===== src/rtl/servo_pwm_decoder.sv =====
// -----------------------------------------------------------------------------
// servo_pwm_decoder
//
// Measures the high time of an incoming 50 Hz servo PWM signal and converts it
// back to an angle code (0..MAX_ANGLE). It also reports short pulses, overlong
// pulses and loss of signal.
//
// Ports
//   clk          system clock (50 MHz)
//   rst_n        asynchronous active-low reset
//   pwm_in       asynchronous PWM input from the pin
//   angle        last decoded angle, 0..MAX_ANGLE
//   angle_valid  one-cycle pulse when angle/pulse_width are updated
//   pulse_width  last legal measured high time in clk cycles
//   err_short    one-cycle pulse: completed pulse shorter than MIN_CYC
//   err_long     one-cycle pulse: high time exceeded MAX_CYC
//   signal_lost  level: no rising edge seen for TIMEOUT_CYC cycles
//
// state   | meaning
// --------+-------------------------------------------------------------
// IDLE    | wait for the line to be low; a pulse in progress is ignored
// ARMED   | line low, wait for a rising edge
// MEASURE | line high, counting width, prescaler and degree accumulator
// -----------------------------------------------------------------------------
module servo_pwm_decoder #(
    parameter int MIN_CYC     = 25000,
    parameter int MAX_CYC     = 125000,
    parameter int CYC_PER_DEG = 555,
    parameter int MAX_ANGLE   = 180,
    parameter int TIMEOUT_CYC = 1250000
) (
    input  logic        clk,
    input  logic        rst_n,
    input  logic        pwm_in,
    output logic [7:0]  angle,
    output logic        angle_valid,
    output logic [16:0] pulse_width,
    output logic        err_short,
    output logic        err_long,
    output logic        signal_lost
);

    localparam int PRESC_W = $clog2(CYC_PER_DEG + 1);

    localparam logic [16:0]        MIN_W      = 17'(MIN_CYC);
    localparam logic [16:0]        MAX_W      = 17'(MAX_CYC);
    localparam logic [PRESC_W-1:0] PRESC_LAST = PRESC_W'(CYC_PER_DEG - 1);
    localparam logic [7:0]         ANGLE_SAT  = 8'(MAX_ANGLE);
    localparam logic [20:0]        TIMEOUT_W  = 21'(TIMEOUT_CYC);

    typedef enum logic [1:0] {
        IDLE    = 2'd0,
        ARMED   = 2'd1,
        MEASURE = 2'd2
    } state_t;

    state_t               state, state_nxt;
    logic                 s_meta, s_sync, s_dly;
    logic                 rise;
    logic [16:0]          width, width_nxt;
    logic [PRESC_W-1:0]   presc, presc_nxt;
    logic [7:0]           deg, deg_nxt;
    logic [20:0]          wd_cnt, wd_cnt_nxt;
    logic [7:0]           angle_nxt;
    logic [16:0]          pulse_width_nxt;
    logic                 valid_nxt, short_nxt, long_nxt, lost_nxt;

    // The synchronizer resets to "high" so that a line that is already high
    // at reset release is not mistaken for a fresh rising edge.
    always_ff @(posedge clk or negedge rst_n) begin
        if (!rst_n) begin
            s_meta <= 1'b1;
            s_sync <= 1'b1;
            s_dly  <= 1'b1;
        end else begin
            s_meta <= pwm_in;
            s_sync <= s_meta;
            s_dly  <= s_sync;
        end
    end

    assign rise = s_sync & ~s_dly;

    always_comb begin
        state_nxt       = state;
        width_nxt       = width;
        presc_nxt       = presc;
        deg_nxt         = deg;
        angle_nxt       = angle;
        pulse_width_nxt = pulse_width;
        valid_nxt       = 1'b0;
        short_nxt       = 1'b0;
        long_nxt        = 1'b0;

        case (state)
            IDLE: begin
                if (!s_sync) state_nxt = ARMED;
            end
            ARMED: begin
                if (rise) begin
                    state_nxt = MEASURE;
                    width_nxt = 17'd1;
                    presc_nxt = '0;
                    deg_nxt   = '0;
                end
            end
            MEASURE: begin
                if (s_sync) begin
                    if (width == MAX_W) begin
                        // This high cycle would make the count MAX_CYC+1.
                        long_nxt  = 1'b1;
                        state_nxt = IDLE;
                    end else begin
                        width_nxt = width + 17'd1;
                        // Each step past MIN_CYC advances the prescaler, so after
                        // the fall deg == floor((W-MIN_CYC)/CYC_PER_DEG), saturated.
                        if (width >= MIN_W) begin
                            if (presc == PRESC_LAST) begin
                                presc_nxt = '0;
                                if (deg != ANGLE_SAT) deg_nxt = deg + 8'd1;
                            end else begin
                                presc_nxt = presc + PRESC_W'(1);
                            end
                        end
                    end
                end else begin
                    state_nxt = ARMED;
                    if (width < MIN_W) begin
                        short_nxt = 1'b1;
                    end else begin
                        valid_nxt       = 1'b1;
                        angle_nxt       = deg;
                        pulse_width_nxt = width;
                    end
                end
            end
            default: state_nxt = IDLE;
        endcase

        if (rise)                    wd_cnt_nxt = '0;
        else if (wd_cnt != TIMEOUT_W) wd_cnt_nxt = wd_cnt + 21'd1;
        else                         wd_cnt_nxt = wd_cnt;

        if (valid_nxt)               lost_nxt = 1'b0;
        else if (wd_cnt == TIMEOUT_W) lost_nxt = 1'b1;
        else                         lost_nxt = signal_lost;
    end

    always_ff @(posedge clk or negedge rst_n) begin
        if (!rst_n) begin
            state       <= IDLE;
            width       <= '0;
            presc       <= '0;
            deg         <= '0;
            wd_cnt      <= '0;
            angle       <= '0;
            pulse_width <= '0;
            angle_valid <= 1'b0;
            err_short   <= 1'b0;
            err_long    <= 1'b0;
            signal_lost <= 1'b0;
        end else begin
            state       <= state_nxt;
            width       <= width_nxt;
            presc       <= presc_nxt;
            deg         <= deg_nxt;
            wd_cnt      <= wd_cnt_nxt;
            angle       <= angle_nxt;
            pulse_width <= pulse_width_nxt;
            angle_valid <= valid_nxt;
            err_short   <= short_nxt;
            err_long    <= long_nxt;
            signal_lost <= lost_nxt;
        end
    end

endmodule


===== config.mk =====
export PLATFORM = sky130hd
export DESIGN_NAME = servo_pwm_decoder
export DESIGN_NICKNAME = d
export VERILOG_FILES = /design/src/rtl/servo_pwm_decoder.sv
export SDC_FILE = /design/constraint.sdc
export NUM_CORES = 1
export LEC_CHECK = 0
export CAP_MARGIN = 20
export CORE_MARGIN = 5
export CORE_UTILIZATION = 51
export CTS_CLUSTER_DIAMETER = 40
export DETAILED_ROUTE_END_ITERATION = 8
export PLACE_DENSITY = 0.67
export SYNTH_ARGS = -nofsm -noshare
export SYNTH_HDL_FRONTEND = slang
export SYNTH_SLANG_ARGS = --single-unit

===== constraint.sdc =====
create_clock -name clk -period 2.55 [get_ports clk]
set_clock_uncertainty 0.15 [all_clocks]
set_input_delay 0.51 -clock clk [delete_from_list [all_inputs] [get_ports clk]]
set_output_delay 0.51 -clock clk [all_outputs]
set_load 0.1 [all_outputs]

==> out/summary.json <==
{
  "groute.layer.met3.usage_pct": 2.61,
  "timing.critical_path.cells": "nor3_2 -> o211ai_2 -> and2_1 -> nand2_4 -> mux2_2",
  "critPathCaptureType": "flip-flop",
  "worst_pin_slew_ns": 0.523,
  "vias_per_cell": 5.75,
  "die_w_um": 104,
  "cts-root-buf": "sky130_fd_sc_hd__clkbuf_8",
  "global_route.usage.met1_pct": 26.3,
  "final_nets": 462,
  "initial_core_util_pct": 52.3,
  "timing.critical_path.buf_inv": 0,
  "synth_fp_nets": 428,
  "seqCellArea_um2": 2260,
  "synthesis.area_um2": 4540,
  "drt-initial-drc-count": 115,
  "vias": 3245,
  "max_cap_viol_count": 0,
  "power.ir.vdd_worst_mv": 0.320,
  "ys_async_sr_fraction_pct": 100,
  "multi_input_comb_area_um2": 2110,
  "route.final.wire_length_mm": 8.92,
  "path_class": "flip-flop to flip-flop",
  "design.portCount": 32,
  "vertical_die_dimension_um": 104,
  "layout_worst_path_cycle_share_pct": 87.7,
  "wire_per_inst_um": 15.8,
  "synth.lib_cells_used.distinct": 61,
  "fillCellCount": 762,
  "critPathRequiredTime_ns": 2.63,
  "die-area_um2": 10900,
  "floorplan.rows": 34,
  "area_delta_synth_final_pct": 12.2,
  "place.detailed.hpwl_mm": 6.22,
  "layout.cells.most_common_list": "sky130_fd_sc_hd__dfrtp_1 (87), sky130_fd_sc_hd__nor2_1 (43), sky130_fd_sc_hd__buf_4 (42)",
  "layout_commonest_cell": "sky130_fd_sc_hd__dfrtp_1",
  "cts-buffers-inserted": 9,
  "avgSynthCellArea_um2": 10.9,
  "power_leakage_nw": 2.47,
  "pre_cts_ws_ns": 0.282,
  "antenna_found_initial": 0,
  "status": "completed",
  "yosys_warnings": 0,
  "synth.yosys.seq_area_share_pct": 49.7,
  "fmax_ghz": 0.447,
  "clk-insertion-delay-late_ns": 0.35,
  "groute.layer.met2.usage_pct": 24.4,
  "postSynth.topFlopCell": "sky130_fd_sc_hd__dfrtp_1",
  "hold_path.class": "flip-flop to flip-flop",
  "first_global_vias": 3129,
  "core_region_area_um2": 8680,
  "number_of_register_bits_inferred_by_synthesis": 90,
  "timing.final.hold_violations": 0,
  "grt_max_degree": 43,
  "finalWorstPathRequiredPeriod_ns": 2.24,
  "layout_setup_ws_ns": 0.314,
  "final_max_slew_viol_count": 0,
  "setup_repair_after_global_routing_missed_its_margin": "no",
  "cts_tree": "yes",
  "drive_gt1_share_pct": 21.7,
  "powerDensity_nw_per_um2": 534,
  "clock_sink_count": 90,
  "busiest_layer": "met1",
  "max-slew-margin-rel_pct": 64.9,
  "place.port_buffers": 31,
  "clock_path_buffers": 2,
  "overall_fraction_of_global_route_tracks_in_use_pct": 17.2,
  "drc_errors": 0,
  "setup.worst_path.start_class": "flip-flop",
  "setup_tns_ns": 0,
  "synth_enable_flop_cells": 0,
  "syn-instance-count": 417,
  "num_antenna_cells": 0,
  "critPathMaxStageDelay_ns": 0.46,
  "critPathMaxFanout": 27,
  "cp_top_family": "simple AND/OR/NAND/NOR gates",
  "setup_violators_final": 0,
  "final_design_area_no_fill_um2": 5090,
  "fin_util_pct": 58.6,
  "grt_first_pass_wirelength_mm": 15.6,
  "detailed_place.area_um2": 4870,
  "clk_transition_reported_paths_ns": 0.09,
  "critPathSlowestCell": "sky130_fd_sc_hd__dfrtp_1",
  "htreeDepth": 3,
  "worst_ep_arrival_time_ns": 2.31,
  "gpl_wtd_cong": 0.841,
  "drt_pass1_iterations": 4,
  "antenna_violating_nets_post_route": 0,
  "grt_remaining_overflow": 0,
  "whs_ns": 0.225,
  "post-cts-setup-buffer-count": 0
}
-- synthesized netlist by cell type, drive strengths merged (3+ instances only) --
library cell	number	area, um2
buf	13	91.3
nor4	3	18.8
or3	7	43.8
and2	3	18.8
o211a	3	30.0
a41o	3	30.0
nor2b	5	31.3
nand4	18	119
inv	14	52.6
o21a	5	38.8
xor2	19	166
nand2	20	82.6
o31ai	16	135
ha	8	100
nand3	18	90.1
nor3	9	55.1
o21ai	16	80.1
nor2	43	161
and4	9	78.8
clkbuf	8	30.0
a21oi	10	53.8
dfrtp	87	2180
xnor2	10	87.6
and3	11	68.8
dfstp	3	78.8
mux2	25	319
a31oi	4	40.0
-- sequential cells by signal, summed over array words and instances (netlist names) --
name / flops
angle_valid: 1
wd_cnt: 21
err_short: 1
s_sync: 1
angle: 8
signal_lost: 1
state: 2
s_meta: 1
presc: 10
s_dly: 1
pulse_width: 17
err_long: 1
width: 17
deg: 8
-- routing by layer --
layer / share of wire [%] / wire length [um]
met1: 51 / 4570
met2: 44 / 3930
met4: 1.0 / 89
met3: 3.8 / 337
met5: 0 / 0
-- where the power goes --
group / internal, mW / switching (mW)
registers: 1.47 / 0.0558
logic: 0.0758 / 0.129
clock network: 0.484 / 0.503
total: 2.03 / 0.688
-- through the flow --
step | power (mW) | std cells
2_1_floorplan | 1.67 | 417
3_3_place_gp | 1.75 | 547
3_5_place_dp | 1.76 | 547
4_1_cts | 2.75 | 564
5_1_grt | 2.85 | 564
6_report | 2.72 | 564
-- kinds of logic after synthesis --
| family | share of synthesized area [%] |
|---|---|
| fa+ha+maj | 2.21 |
| compound gates | 11.3 |
| buf+inv | 3.83 |
| xor+xnor | 5.60 |
| flops | 49.7 |
| simple gates | 19.8 |
| mux | 7.48 |
-- repair_timing --
| action | CTS | global route |
|---|---|---|
| gates resized for setup | 0 | 0 |
| endpoints found under the hold margin | 26 | 0 |
| setup endpoints to repair | 0 | 0 |
| hold buffers | 1 | 0 |
-- worst reg2reg max path, delay by kind of cell (launching register included) --
kind	cells	cell delay, ns
AND/OR/NAND/NOR	3	0.92
flip-flops	1	0.46
multiplexers	1	0.39
AO/OA/AOI/OAI	1	0.19
-- final cells by class --
type,instances,area share [%]
sequential,90,44.3
multi-input combinational,292,41.4
timing repair buffer,44,6.59
clock buffer,11,2.78
tap,108,2.66
clock inverter,5,1.21
inverter,14,1.03
-- final timing paths --
kind	from	to	slack [ns]	depth (start not counted)
min reg2reg	s_meta	s_sync	0.22	0
max in group asynchronous	rst_n	pulse_width[1]	0.95	3
max	width[12]	pulse_width[15]	0.31	5
max reg2reg	width[12]	pulse_width[15]	0.31	5
min	s_meta	s_sync	0.22	0
min in group asynchronous	rst_n	signal_lost	0.55	2
(Power assumes the default switching activity.)
